## src/rtl/adc_frame_aligner.sv

```systemverilog
// Bitslip alignment controller for multi-lane LVDS ADC receivers.
// Watches the deserialised frame-lane word and strobes a common bitslip to
// every ISERDES lane until the frame word matches FRAME_PATTERN, then holds
// lock, monitors for lock loss and re-aligns automatically.
module adc_frame_aligner #(
  parameter int                    NUM_LANES     = 8,
  parameter int                    DATA_WIDTH    = 10,
  parameter logic [DATA_WIDTH-1:0] FRAME_PATTERN = 10'b1111100000,
  parameter int                    SLIP_WAIT     = 4,
  parameter int                    LOCK_COUNT    = 16,
  parameter int                    LOSS_COUNT    = 4,
  parameter int                    MAX_SLIPS     = 2 * DATA_WIDTH
) (
  input  logic                             sys_clk,
  input  logic                             sys_rst,
  input  logic [DATA_WIDTH-1:0]            frame_i,
  input  logic                             frame_valid_i,
  input  logic                             start_i,
  output logic [NUM_LANES:0]               bitslip_o,
  output logic                             bitslip_done,
  output logic                             align_error_o,
  output logic [$clog2(MAX_SLIPS+1)-1:0]   slip_count_o,
  output logic [7:0]                       relock_count_o
);

  localparam int SLIP_W  = $clog2(MAX_SLIPS + 1);
  localparam int MATCH_W = $clog2(LOCK_COUNT + 1);
  localparam int MISS_W  = $clog2(LOSS_COUNT + 1);
  localparam int WAIT_W  = $clog2(SLIP_WAIT + 1);

  localparam logic [MATCH_W-1:0] LOCK_LAST = MATCH_W'(LOCK_COUNT - 1);
  localparam logic [MISS_W-1:0]  LOSS_LAST = MISS_W'(LOSS_COUNT - 1);
  localparam logic [WAIT_W-1:0]  WAIT_LAST = WAIT_W'(SLIP_WAIT - 1);
  localparam logic [SLIP_W-1:0]  SLIP_MAX  = SLIP_W'(MAX_SLIPS);

  typedef enum logic [2:0] {
    CHECK  = 3'd0,
    SLIP   = 3'd1,
    WAIT   = 3'd2,
    LOCKED = 3'd3,
    ERROR  = 3'd4
  } state_t;

  state_t             state_q,  state_d;
  logic [MATCH_W-1:0] match_q,  match_d;
  logic [MISS_W-1:0]  miss_q,   miss_d;
  logic [WAIT_W-1:0]  wait_q,   wait_d;
  logic [SLIP_W-1:0]  slip_q,   slip_d;
  logic [7:0]         relock_q, relock_d;
  logic               done_q,   done_d;
  logic               err_q,    err_d;

  logic frame_match;

  assign frame_match = (frame_i == FRAME_PATTERN);

  // Next-state and counter logic; start_i overrides everything except reset
  always_comb begin
    state_d  = state_q;
    match_d  = match_q;
    miss_d   = miss_q;
    wait_d   = wait_q;
    slip_d   = slip_q;
    relock_d = relock_q;
    done_d   = done_q;
    err_d    = err_q;

    if (start_i) begin
      state_d  = CHECK;
      match_d  = '0;
      miss_d   = '0;
      wait_d   = '0;
      slip_d   = '0;
      relock_d = '0;
      done_d   = 1'b0;
      err_d    = 1'b0;
    end else begin
      case (state_q)
        CHECK: begin
          if (frame_valid_i) begin
            if (frame_match) begin
              if (match_q == LOCK_LAST) begin
                state_d = LOCKED;
                done_d  = 1'b1;
                match_d = '0;
                miss_d  = '0;
              end else begin
                match_d = match_q + 1'b1;
              end
            end else begin
              match_d = '0;
              if (slip_q == SLIP_MAX) begin
                state_d = ERROR;
                err_d   = 1'b1;
                done_d  = 1'b0;
              end else begin
                state_d = SLIP;
              end
            end
          end
        end

        SLIP: begin
          if (slip_q != SLIP_MAX) begin
            slip_d = slip_q + 1'b1;
          end
          wait_d  = '0;
          state_d = WAIT;
        end

        WAIT: begin
          if (wait_q == WAIT_LAST) begin
            wait_d  = '0;
            match_d = '0;
            state_d = CHECK;
          end else begin
            wait_d = wait_q + 1'b1;
          end
        end

        LOCKED: begin
          if (frame_valid_i) begin
            if (frame_match) begin
              miss_d = '0;
            end else if (miss_q == LOSS_LAST) begin
              done_d  = 1'b0;
              miss_d  = '0;
              match_d = '0;
              slip_d  = '0;
              if (relock_q != 8'hFF) begin
                relock_d = relock_q + 1'b1;
              end
              state_d = SLIP;
            end else begin
              miss_d = miss_q + 1'b1;
            end
          end
        end

        ERROR: begin
          err_d  = 1'b1;
          done_d = 1'b0;
        end

        default: begin
          state_d = CHECK;
        end
      endcase
    end
  end

  // State and counter registers with synchronous reset
  always_ff @(posedge sys_clk) begin
    if (sys_rst) begin
      state_q  <= CHECK;
      match_q  <= '0;
      miss_q   <= '0;
      wait_q   <= '0;
      slip_q   <= '0;
      relock_q <= '0;
      done_q   <= 1'b0;
      err_q    <= 1'b0;
    end else begin
      state_q  <= state_d;
      match_q  <= match_d;
      miss_q   <= miss_d;
      wait_q   <= wait_d;
      slip_q   <= slip_d;
      relock_q <= relock_d;
      done_q   <= done_d;
      err_q    <= err_d;
    end
  end

  // The bitslip strobe is a pure state decode, so it lasts exactly one cycle
  assign bitslip_o      = {(NUM_LANES + 1){state_q == SLIP}};
  assign bitslip_done   = done_q;
  assign align_error_o  = err_q;
  assign slip_count_o   = slip_q;
  assign relock_count_o = relock_q;

endmodule

```

## config.mk

```make
export PLATFORM = sky130hd
export DESIGN_NAME = adc_frame_aligner
export DESIGN_NICKNAME = d
export VERILOG_FILES = /design/src/rtl/adc_frame_aligner.sv
export SDC_FILE = /design/constraint.sdc
export NUM_CORES = 1
export LEC_CHECK = 0
export ABC_AREA = 1
export CAP_MARGIN = 5
export CELL_PAD_IN_SITES_DETAIL_PLACEMENT = 0
export CELL_PAD_IN_SITES_GLOBAL_PLACEMENT = 2
export CORE_ASPECT_RATIO = 1.4
export CORE_UTILIZATION = 27
export DETAILED_ROUTE_END_ITERATION = 16
export PLACE_DENSITY = 0.83
export SKIP_LAST_GASP = 1
export SYNTH_ARGS = -nofsm -noshare
export SYNTH_HDL_FRONTEND = slang
export SYNTH_SLANG_ARGS = --single-unit
```

## constraint.sdc

```tcl
create_clock -name sys_clk -period 2.1 [get_ports sys_clk]
set_input_delay 0.525 -clock sys_clk [delete_from_list [all_inputs] [get_ports sys_clk]]
set_output_delay 0.525 -clock sys_clk [all_outputs]
set_load 0.02 [all_outputs]
```

==> results.cfg, run 1 <==
[placed_design]
placed_cells = 377
io_buffer_count = 37
gp_congestion = 0.7516
hpwl_um = 3332
pre_cts_slack_ps = 13.53

[grt]
grt_max_degree = 21
antenna_found_initial = 0
grt_usage_pct = 13.37
grt_first_pass_wirelength_um = 7452
grt_pass1_vias = 1761
grt-ovfl-total = 0

[synth]
synth_seq_area_share_pct = 31.89
yosysMostFrequentCell = nand2_1
synthCells = 267
synthArstFlopShare_pct = 0
yosysWarnings = 0
synth_area_um2 = 1820
synth_top_area_cell = dfxtp_1
yosysTopAreaCellShare_pct = 31.89
synthTopCellsByArea = dfxtp_1 (32%), nand2_1 (11%), inv_1 (6.8%)
yosys_register_bits = 29
ys_types = 31
synth_edf_count = 0
synth_flop_cell = dfxtp_1
synth.net_count = 287
syn_area_per_cell_um2 = 6.818
synth_commonest_cells = nand2_1 (53), inv_1 (33), nor2_1 (33)

[min_path]
hold_class = reg2reg

[clock_tree]
cts_tree = built
cts_buffers = 5
cts_buffer_depth = 2
ctsRootBufferMaster = clkbuf_8
clkLatencyLatePin_ps = 290
post_cts_buffers = 0
cts_htree_levels = 2
cts.sinks = 29
clk_pin_slew_ps = 70

[sta]
hold_violations = 0
final.min_clock_period_ps = 1884
maxSlewViolCount = 0
tightest_slew_ps = 304.7
worst_slack_ps = 215.9
setup-violations-final = 0
setup_tns_ps = 0
fin_crit_sh_pct = 89.72
timing.fmax_mhz = 530.7
slew_headroom_pct = 79.60
fin_skew_ps = 9.560
rsz0062_at_grt = false

[final_layout]
nNetsFinal = 330
area_growth_pct = 32.10
fill_cells = 733
antenna_cells = 0
stdcell_count = 385
ff_latch_area_um2 = 580.6
multi_input_area_um2 = 1028
drive_above_1_share_pct = 12.86
fin_util_pct = 36.61

[setup_path]
reg2reg_depth = 8
crit_end = bitslip_o[6]
worstReg2RegStart = match_q[0]
r2r-end = miss_q[1]
cp.arrival_ps = 1360
reg2reg_slack_ps = 480
path_max_fanout = 10
crit_start = state_q[1]
crit_type = reg2out
critPathRequiredTime_ps = 1570
end_kind = output port
critPathLaunchType = flop

[power_and_ir_drop]
ir_drop_uv = 268.2
p_per_area_nw_per_um2 = 560.1
p_leak_nw = 1.034

[detailed_routing]
drt_pass1_iterations = 10
drt-initial-drc-count = 31
wl_per_cell_um = 11.13
viasPerCell = 4.629
dr_total_vias = 1782
ant_nets = 0
totalWireLength_um = 4285
drc_errors = 4

[die]
fp.dieW_um = 71.40
core-area_um2 = 6569
die_y_um = 99.16
start_util_pct = 27.71
dieArea_um2 = 7080
pin_count = 38
num_rows = 35

[outcome]
violations = design-rule violations
status = finished, violations left

[flow_run]
cap_violations = 0
==> how the worst min path moves through the flow <==
stage / to / cells after the start / slack, ps / from
after floorplan: wait_q[2] / 2 / 420 / wait_q[2]
after global placement: wait_q[2] / 2 / 420 / wait_q[2]
after detailed placement: wait_q[2] / 2 / 430 / wait_q[2]
after CTS: wait_q[2] / 2 / 440 / wait_q[2]
after global routing: wait_q[2] / 2 / 450 / wait_q[2]
final: wait_q[2] / 2 / 440 / wait_q[2]
==> critical path, stage by stage, from the launching register on <==
cell           delay [ps]
dfxtp_1               390
nor3_2                180
buf_4                 170
dlygate4sd2_1         340
==> cells in the final DEF (no fill, tap or decap), types with 2 or more instances in the layout <==
| master | n |
|---|---|
| nand2_1 | 53 |
| inv_1 | 33 |
| nor2_1 | 33 |
| dfxtp_1 | 29 |
| clkdlybuf4s50_1 | 28 |
| nand3_1 | 24 |
| a21oi_1 | 23 |
| dlygate4sd2_1 | 9 |
| xor2_1 | 8 |
| buf_4 | 8 |
| o21ai_0 | 7 |
| nor2_2 | 6 |
| nand4_1 | 6 |
| ha_1 | 6 |
| clkbuf_8 | 6 |
| nor3_1 | 5 |
| nand2_2 | 4 |
| nand2_4 | 4 |
| inv_2 | 2 |
==> flip-flops by register name, indices dropped and copies added (netlist names) <==
register and cells:
relock_count_o 8, bitslip_done 1, match_q 5, state_q 3
align_error_o 1, slip_count_o 5, wait_q 3, miss_q 3
==> per-layer routing <==
metal,wire [um],track usage [%],vias to the layer above
met5,0,0,-
li1,-,-,936
met2,2244,24.76,36
met3,143,3.141,7
met1,1791,13.96,803
met4,106,6.308,0
==> cells by family after synthesis <==
family                   synth area share, %
buffers and inverters                  11.62
XOR/XNOR                               4.330
adder cells (fa/ha/maj)                4.124
AO/OA/AOI/OAI                          10.86
flip-flops                             31.89
AND/OR/NAND/NOR                        37.18
==> cell type report <==
class                   count  share of cell area, %
clock inverters             2                  1.561
multi-input cells         191                  42.77
repair buffers             46                  18.26
inverters                  37                  5.983
flip-flops and latches     29                  24.14
well taps                  74                  3.850
clock buffers               6                  3.434
==> report_power, final <==
group | leakage [nW] | switching (mW) | internal [mW]
combinational | 0.743 | 0.102 | 0.0712
clock | 0.0574 | 0.231 | 0.386
sequential | 0.234 | 0.00379 | 0.554
total | 1.03 | 0.336 | 1.01
==> timing repair <==
action / 4_1_cts / 5_1_grt
resized for setup: 9 / 0
endpoints found under the setup margin: 9 / 0
hold buffers: 0 / 0
==> stage by stage <==
step	area [um2]	power, mW	hold WS, ps
CTS	2405	1.365	441.1
floorplan	1821	0.6831	416.9
detailed placement	2296	0.7545	427.1
global placement	2296	0.7548	424.4
finish	2405	1.347	440.1
global route	2405	1.405	451.1
No activity file was read; power rests on OpenSTA's default activity.
==> run 2, diff against run 1 <==
--- a/config.mk
+++ b/config.mk
@@ -5,12 +5,11 @@
 export SDC_FILE = /design/constraint.sdc
 export NUM_CORES = 1
 export LEC_CHECK = 0
-export ABC_AREA = 1
 export CAP_MARGIN = 5
 export CELL_PAD_IN_SITES_DETAIL_PLACEMENT = 0
 export CELL_PAD_IN_SITES_GLOBAL_PLACEMENT = 2
 export CORE_ASPECT_RATIO = 1.4
-export CORE_UTILIZATION = 27
+export CORE_UTILIZATION = 28
 export DETAILED_ROUTE_END_ITERATION = 16
 export PLACE_DENSITY = 0.83
 export SKIP_LAST_GASP = 1
==> run 2 against run 1 <==
Net effect:
- the run now ends clean
- sequential cell count unchanged
- register-to-register slack lost 290 ps
- maximum frequency shrank 7.7%
- utilization is 5.2 points higher
- non-clock buffer count increased by 16
- hold slack worse by 7.1 ps
- highest routed layer unchanged
==> results.cfg, run 2 <==
[grt]
grt_usage_pct = 15.17
grt_pass1_vias = 1565
met2_usage_pct = 24.66
gr-usage-met3_pct = 3.695
grt_max_degree = 13
grt-ovfl-total = 0
globalRouteMet1Util_pct = 18.21
grt_busiest_layer = met2
antenna_found_initial = 0
grt_first_pass_wirelength_um = 7224

[synth]
yosysMostFrequentCell = dfxtp_1
synthArstFlopShare_pct = 0
ys_types = 49
synthTopCellsByArea = dfxtp_1 (35%), nand2_1 (5.7%), a21oi_1 (4.6%)
synth_edf_count = 0
synth_seq_area_share_pct = 35.26
synth_flop_cell = dfxtp_1
yosysWarnings = 0
syn_area_per_cell_um2 = 8.071
yosysTopAreaCellShare_pct = 35.26
synth_area_um2 = 1647
synth.net_count = 224
synth_top_area_cell = dfxtp_1
synth_commonest_cells = dfxtp_1 (29), nand2_1 (25), nor2_1 (19)
synthCells = 204
yosys_register_bits = 29

[setup_path]
cp.arrival_ps = 2260
critPathLaunchType = input pin
path_max_fanout = 4
end_kind = flop
crit_type = in2reg
path_cells = clkbuf_2, or4_4, or3_4, nor3_4, or3b_1, a21oi_2
crit_slowest_cell = or4_4
critPathRequiredTime_ps = 2310
max_stage_delay_ps = 520

[sta]
final.min_clock_period_ps = 2042
tightest_slew_ps = 461.2
timing.fmax_mhz = 489.8
maxSlewViolCount = 0
whs_ps = 433.0
rsz0062_at_grt = false
fin_skew_ps = 9.389
fin_crit_sh_pct = 97.22
setup-violations-final = 0
hold_violations = 0
slew_headroom_pct = 68.86

[power_and_ir_drop]
power_mw = 1.203
p_leak_nw = 0.9167
p_sw_uw = 291.0
seqPwrFrac_pct = 46.0
p_int_uw = 911.7
netSwitchingFraction_pct = 24.20
power_frac_comb_pct = 11.4
p_per_area_nw_per_um2 = 513.8
power_frac_clock_pct = 42.6
ir_drop_uv = 297.2

[placed_design]
io_buffer_count = 37
gp_congestion = 0.7875
hpwl_um = 3104

[final_layout]
largest_reg_flops = 8
area_growth_pct = 42.17
drive_above_1_share_pct = 21.40
nNetsFinal = 276
multi_input_area_um2 = 1013
antenna_cells = 0
layout_common_cells = dfxtp_1 (29), nand2_1 (25), buf_4 (24), clkdlybuf4s50_1 (23), nor2_1 (18)
fin_util_pct = 41.76
ff_latch_area_um2 = 580.6
fill_cells = 600
final_common_cell = dfxtp_1

[clock_tree]
ctsRootBufferMaster = clkbuf_8
cts_tree = built
clk_pin_slew_ps = 60
cts_buffers = 5
cts.sinks = 29
cts_htree_levels = 2
clkLatencyLatePin_ps = 280
cts_buffer_depth = 2

[detailed_routing]
drt_pass1_iterations = 4
totalWireLength_um = 4165
ant_nets = 0
dr_total_vias = 1611
drt-initial-drc-count = 60
wl_per_cell_um = 12.82
viasPerCell = 4.957
drc_errors = 0

[flow_run]
cap_violations = 0

[die]
core-area_um2 = 5605
dieArea_um2 = 6196
pin_count = 38
num_rows = 32
start_util_pct = 29.37
fp.dieW_um = 66.81
die_y_um = 92.74

[outcome]
status = completed

[min_path]
hold_class = reg2reg
[run 2: cell families (layout without fill, tap and decap cells)]
group | Yosys count | count (layout) | synth area share [%]
AND/OR/NAND/NOR | 93 | 93 | 29.41
AO/OA/AOI/OAI | 43 | 43 | 17.63
flip-flops | 29 | 29 | 35.26
buffers and inverters | 23 | 76 | 7.523
adder cells (fa/ha/maj) | 6 | 6 | 4.559
XOR/XNOR | 6 | 6 | 3.191
multiplexers | 4 | 4 | 2.432
[run 2: final timing paths]
kind	start	cells past startpoint	endpoint	slack, ps
worst min register to register	wait_q[2]	2	wait_q[2]	430
worst max-delay path	frame_i[2]	6	match_q[0]	60
worst min-delay path	wait_q[2]	2	wait_q[2]	430
worst max register to register	wait_q[0]	7	match_q[2]	190
[run 2: per-layer routing]
layer	wire length, um	vias up	share of wire (%)
met5	0	-	0
met2	1940	44	47
li1	-	829	-
met4	93	0	2.2
met1	1922	729	46
met3	208	9	5.0
[run 2: metrics by stage]
stage	setup TNS [ps]	setup WS, ps	cells	area [um2]
6_report	0	58.32	325	2341
5_1_grt	0	19.91	325	2341
4_1_cts	-33.58	-33.58	325	2293
3_5_place_dp	-10090	-584.4	315	2173
3_3_place_gp	-9952	-552.8	315	2173
2_1_floorplan	-210.1	-147.7	204	1647
[run 2: timing repair]
action	CTS	global route
hold buffers	0	0
endpoints found under the setup margin	29	15
pin swaps	6	7
buffers inserted	2	0
gates resized for setup	19	19
[run 2: final cells by class]
| cell class | instances | share of cell area [%] |
|---|---|---|
| Timing Repair Buffer | 62 | 22.98 |
| Sequential cell | 29 | 24.80 |
| Tap cell | 68 | 3.634 |
| Clock inverter | 1 | 0.2138 |
| Clock buffer | 7 | 4.115 |
| Inverter | 6 | 0.9621 |
| Multi-Input combinational cell | 152 | 43.29 |
[run 2: power groups by stage]
stage	Combinational (mW)	Clock, mW	Sequential, mW
2_1_floorplan	0.0743	0	0.567
3_3_place_gp	0.139	0	0.566
3_5_place_dp	0.139	0	0.566
4_1_cts	0.133	0.533	0.554
5_1_grt	0.150	0.553	0.554
6_report	0.137	0.512	0.554
[run 2: critical path, delay by kind of cell]
kind	cells	cell delay [ps]
compound gates	1	130
simple gates	4	1510
buf+inv	1	80
==> RTL edit 1: new RTL, config.mk and constraints of run 2 <==
Set the parameter `DATA_WIDTH` to 14 (it was 10).
--- a/src/rtl/adc_frame_aligner.sv
+++ b/src/rtl/adc_frame_aligner.sv
@@ -4,7 +4,7 @@
 // lock, monitors for lock loss and re-aligns automatically.
 module adc_frame_aligner #(
   parameter int                    NUM_LANES     = 8,
-  parameter int                    DATA_WIDTH    = 10,
+  parameter int                    DATA_WIDTH    = 14,
   parameter logic [DATA_WIDTH-1:0] FRAME_PATTERN = 10'b1111100000,
   parameter int                    SLIP_WAIT     = 4,
   parameter int                    LOCK_COUNT    = 16,
Ports: changed (resized frame_i); port bits go from 38 to 42. The function was not compared with the original's and may differ.
==> RTL edit 1 against run 2 <==
- the run now ends with DRC left
- worst setup slack better by 0.011 ns
- area after synthesis up 14%
- routed wire length up 11%
- power down 1.2%
- sequential cell count unchanged
- utilization down 3.5 points
- clock skew down 0.00096 ns
- sequential share of layout area down 1.6 points
- clock power down 19%
- via count up 8.3%
- design area up 6.8%
- combinational power up 56%
- critical endpoint is now match_q[2]
- highest routed layer unchanged
==> RTL edit 1: results (changes against run 2) <==
stage,metric,value,unit,change
clock_tree,H-tree levels,2,,unchanged
clock_tree,Clock Path Buffers,2,,unchanged
finish,final non-filler cell total,337,,+3.7%
setup_path,Critical Path Source,frame_i[12],,
timing,Final Max Slew Viols,0,,unchanged
finish,Antenna diodes,0,,unchanged
routing,post-route met1 wirelength,2.07,mm,+7.5%
setup_path,path depth of the worst reg2reg path,7,,unchanged
global_route,first-pass GRT wire length,7.69,mm,+6.4%
synthesis,Syn Area/Cell,8.79,µm²,+8.9%
status,status,"finished, violations left",,
global_route,grt met1 use,16.5,%,-1.7 points
synthesis,most instantiated cells after synthesis,"dfxtp_1, nand2_1, a21oi_1",,
synthesis,Cell variety after synth,61,,+24%
synthesis,Synth Flop Type,dfxtp_1,,
routing,Via density,5.18,,+4.4%
routing,met3 WL,155,µm,-25%
setup_path,Worst R2R Setup Slack,0.27,ns,+0.08 ns
clock_tree,CTS Buf Count,5,,unchanged
global_route,GRT Total Usage,13.9,%,-1.3 points
place,final RePlAce weighted congestion,0.758,,-3.7%
synthesis,"Net Count, Synth",238,,+6.3%
timing,Least-Margin Pin Slew,0.450,ns,-0.0107 ns
routing,WL/cell,13.7,µm,+7.2%
run,Max-Cap Viols,0,,unchanged
place,dpl cells,329,,+4.4%
finish,nets@finish,288,,+4.3%
routing,DRT Pass-1 Iters,12,,+8
setup_path,Critical Path AT,2.20,ns,-0.06 ns
setup_path,r2r startpoint,miss_q[0],,
routing,top layer in use,met4,,
synthesis,"Seq/Total Area, Yosys",30.9,%,-4.4 points
setup_path,crit path capture,match_q[2],,
pwr,leakage,0.979,nW,+6.8%
pwr,Sw Ratio,27.0,%,+2.8 points
worst_hold_path,Worst Hold Class,register to register,,
global_route,grt met2 use,24.3,%,-0.34 points
synthesis,Area contributors post-synth,"dfxtp_1, a21oi_1, buf_4",,
clock_tree,clock-pin slew on the worst setup and hold paths,0.06,ns,about the same
routing,Initial DRC Count,86,,+43%
worst_hold_path,Hold EP,match_q[4],,
place,pre-CTS WS,-0.309,ns,+0.275 ns
setup_path,r2r endpoint,relock_count_o[7],,
timing,post-layout min period,2.03,ns,-0.0106 ns
finish,max FFs per register,8,,unchanged
worst_hold_path,hold path start,match_q[4],,
timing,clk_skew,0.00843,ns,-0.000962 ns
global_route,largest net degree at the start of global routing,19,,+6
global_route,vias in the first global route,1607,,+2.7%
place,Final HPWL DP,3.55,mm,+14%
pwr,P_clk,417,µW,-19%
setup_path,"Max FO, Critical Path",4,,unchanged
pwr,peak supply drop,0.403,mV,+35%
routing,metal2 WL,2.35,mm,+21%
finish,layout cells sized above 1,18.6,%,-2.8 points
routing,Residual DRC,4,,+4
global_route,routing usage on met3,3.07,%,-0.63 points
place,IO Port Bufs,41,,+11%
status,failing checks,DRC,,
RTL edit 1: changes by cell type in the layout (fill, tap and decap cells not counted), sizes merged, moves of 5 or more:
cell / change
clkbuf: -5
clkdlybuf4s50: +5
nand2: -7
nand3: +7
nor2: -5
nor3: -8
o21ai: +6
xnor2: -5
RTL edit 1: metrics by stage:
step           instance area [µm²]  setup TNS [ns]  utilization [%]  total power [mW]  hold slack [ns]
3_3_place_gp                  2390           -5.56             36.6             0.793            0.421
2_1_floorplan                 1880               0                -             0.713            0.412
6_report                      2500               0             38.3              1.19            0.441
3_5_place_dp                  2390           -5.94             36.6             0.794            0.435
5_1_grt                       2500         -0.0101             38.3              1.25            0.457
4_1_cts                       2460               0             37.7              1.21            0.446
RTL edit 1: cell families (layout without fill, tap and decap cells):
| group | Yosys count | after routing | synth area share (%) |
|---|---|---|---|
| mux | 3 | 3 | 1.60 |
| buf+inv | 25 | 74 | 8.84 |
| fa+ha+maj | 6 | 6 | 3.99 |
| compound gates | 53 | 53 | 22.3 |
| flops | 29 | 29 | 30.9 |
| xor+xnor | 3 | 3 | 1.40 |
| simple gates | 95 | 95 | 31.1 |
RTL edit 1: cell type report:
type	instances	area [µm²]
clock buffers	5	68.8
clock inverters	1	5.00
inverters	5	18.8
well taps	74	92.6
fillers	669	4030
multi-input cells	160	1160
flip-flops and latches	29	581
repair buffers	63	574
RTL edit 1: critical path: stages:
cell             delay, ns
clkdlybuf4s50_1       0.44
and4b_1               0.22
and4_2                0.27
buf_4                 0.16
a211o_1               0.35
o211ai_2              0.17
nand2_1               0.06
RTL edit 1: what timing repair did:
action | 4_1_cts | 5_1_grt
cloned | 0 | 0
endpoints found under the setup margin | 15 | 13
resized for setup | 10 | 7
buffers inserted | 0 | 2
pin swaps | 0 | 6
==> RTL edit 2: new RTL, settings of run 2 <==
Without the edit above. Add an input register stage for `frame_i`, `frame_valid_i` and `start_i`; this delays them by one clock.
--- a/src/rtl/adc_frame_aligner.sv
+++ b/src/rtl/adc_frame_aligner.sv
@@ -41,6 +41,16 @@
     ERROR  = 3'd4
   } state_t;
 
+  logic [DATA_WIDTH-1:0] frame_q;
+  logic frame_valid_q;
+  logic start_q;
+
+  always_ff @(posedge sys_clk) begin
+    frame_q       <= frame_i;
+    frame_valid_q <= frame_valid_i;
+    start_q       <= start_i;
+  end
+
   state_t             state_q,  state_d;
   logic [MATCH_W-1:0] match_q,  match_d;
   logic [MISS_W-1:0]  miss_q,   miss_d;
@@ -52,7 +62,7 @@
 
   logic frame_match;
 
-  assign frame_match = (frame_i == FRAME_PATTERN);
+  assign frame_match = (frame_q == FRAME_PATTERN);
 
   // Next-state and counter logic; start_i overrides everything except reset
   always_comb begin
@@ -65,7 +75,7 @@
     done_d   = done_q;
     err_d    = err_q;
 
-    if (start_i) begin
+    if (start_q) begin
       state_d  = CHECK;
       match_d  = '0;
       miss_d   = '0;
@@ -77,7 +87,7 @@
     end else begin
       case (state_q)
         CHECK: begin
-          if (frame_valid_i) begin
+          if (frame_valid_q) begin
             if (frame_match) begin
               if (match_q == LOCK_LAST) begin
                 state_d = LOCKED;
@@ -119,7 +129,7 @@
         end
 
         LOCKED: begin
-          if (frame_valid_i) begin
+          if (frame_valid_q) begin
             if (frame_match) begin
               miss_d = '0;
             end else if (miss_q == LOSS_LAST) begin
Function: changed (Yosys sat finds a counterexample within 4 cycles, from zero or initial values).
==> RTL edit 2 against run 2 <==
- clock skew down 0.0025 ns
- area after synthesis is 16% higher
- largest cell class unchanged
- largest power group unchanged
- design area increased by 10%
- routed wire length up 6.7%
- power is 32% higher
- sequential cell count grew 12
- maximum frequency up 3.4%
- worst setup slack improved by 0.066 ns
- highest routed layer unchanged
- critical path type is now register to primary output
==> RTL edit 2: results (changes against run 2) <==
stage,metric,value,unit,change
synthesis,Area contributors post-synth,"dfxtp_1, nand2_1, ha_1",,
timing,Least-Margin Pin Slew,0.519,ns,+0.0574 ns
synthesis,"Seq/Total Area, Yosys",42.8,%,+7.6 points
place,pre-CTS WS,0.0771,ns,+0.662 ns
routing,Residual DRC,0,,unchanged
global_route,vias in the first global route,1662,,+6.2%
synthesis,Synth Area in Compound Gates,16.1,%,-1.6 points
synthesis,post-synthesis adder-cell area fraction,3.92,%,-0.64 points
synthesis,Cell variety after synth,47,,-4.1%
setup_path,crit-path max cell delay,0.42,ns,-0.10 ns
setup_path,Critical Path AT,1.45,ns,-0.81 ns
synthesis,mux contribution to synthesized area,3.79,%,+1.4 points
timing,clk_skew,0.00690,ns,-0.00249 ns
finish,Biggest register,frame_q,,
global_route,GRT Total Usage,13.2,%,-1.9 points
synthesis,Syn Area/Cell,8.87,µm²,+9.9%
place,dpl cells,348,,+10%
place,placed cell area,0.00245,mm²,+13%
pwr,leakage,1.02,nW,+11%
synthesis,"Net Count, Synth",236,,+5.4%
status,status,"finished, final reports clean",,
routing,via count,1761,,+9.3%
routing,DRT antenna net count,0,,unchanged
global_route,largest net degree at the start of global routing,19,,+6
synthesis,most instantiated cells after synthesis,"dfxtp_1, nand2_1, nor2_1",,
finish,max FFs per register,10,,+2
finish,nets@finish,284,,+2.9%
clock_tree,CTS Buf Count,5,,unchanged
place,Final HPWL DP,3.23,mm,+3.9%
finish,layout cells sized above 1,14.7,%,-6.7 points
clock_tree,clock-pin slew on the worst setup and hold paths,0.09,ns,+0.03 ns
routing,Initial DRC Count,69,,+15%
setup_path,"Max FO, Critical Path",12,,+8
finish,final non-filler cell total,357,,+9.8%
synthesis,XOR/XNOR Fraction of Synth Area,1.37,%,-1.8 points
setup_path,Crit-path slowest cell,dfxtp_1,,
place,final RePlAce weighted congestion,0.791,,+0.42%
setup_path,"delay-heaviest family, CP",buffers and inverters,,
routing,WL/cell,12.4,µm,-2.9%
pwr,peak supply drop,0.520,mV,+75%
-- RTL edit 2: cell type report --
type	count	area, µm²
inverter	4	15.0
sequential	41	822
multi-input combinational	154	996
clock buffer	5	68.8
tap	92	115
fill	694	4030
clock inverter	3	46.3
timing repair buffer	58	517
-- RTL edit 2: final timing paths --
| check | from | cells after the start | slack, ns | endpoint |
|---|---|---|---|---|
| max | state_q[1] | 3 | 0.12 | bitslip_o[5] |
| min | match_q[4] | 2 | 0.44 | match_q[4] |
| max reg2reg | miss_q[0] | 6 | 0.14 | relock_count_o[7] |
| min reg2reg | match_q[4] | 2 | 0.44 | match_q[4] |
-- RTL edit 2: metal layers --
| layer | global-route usage, % | wire length, µm |
|---|---|---|
| met1 | 16.3 | 2030 |
| met2 | 22.2 | 2130 |
| met3 | 2.41 | 178 |
| met4 | 6.03 | 101 |
| met5 | 0 | 0 |
-- RTL edit 2: kinds of logic after synthesis --
family,after synthesis
AO/OA/AOI/OAI,47
flip-flops,41
adder cells (fa/ha/maj),6
AND/OR/NAND/NOR,91
buffers and inverters,21
XOR/XNOR,3
multiplexers,7
-- RTL edit 2: what timing repair did --
action	4_1_cts	5_1_grt
setup buffers	0	1
hold buffers	0	0
cloned	0	0
endpoints found under the setup margin	9	2
resized for setup	9	5
-- RTL edit 2: per-stage QoR --
stage	power [mW]	utilization, %
5_1_grt	1.67	39.0
2_1_floorplan	0.906	-
3_3_place_gp	0.973	37.1
3_5_place_dp	0.974	37.1
4_1_cts	1.62	38.7
6_report	1.59	39.0
-- RTL edit 2: report_power, final --
part           leakage [nW]  internal [mW]  switching, mW
combinational         0.630         0.0700         0.0761
clock                0.0543          0.356          0.291
sequential            0.335          0.791        0.00720
total                  1.02           1.22          0.375
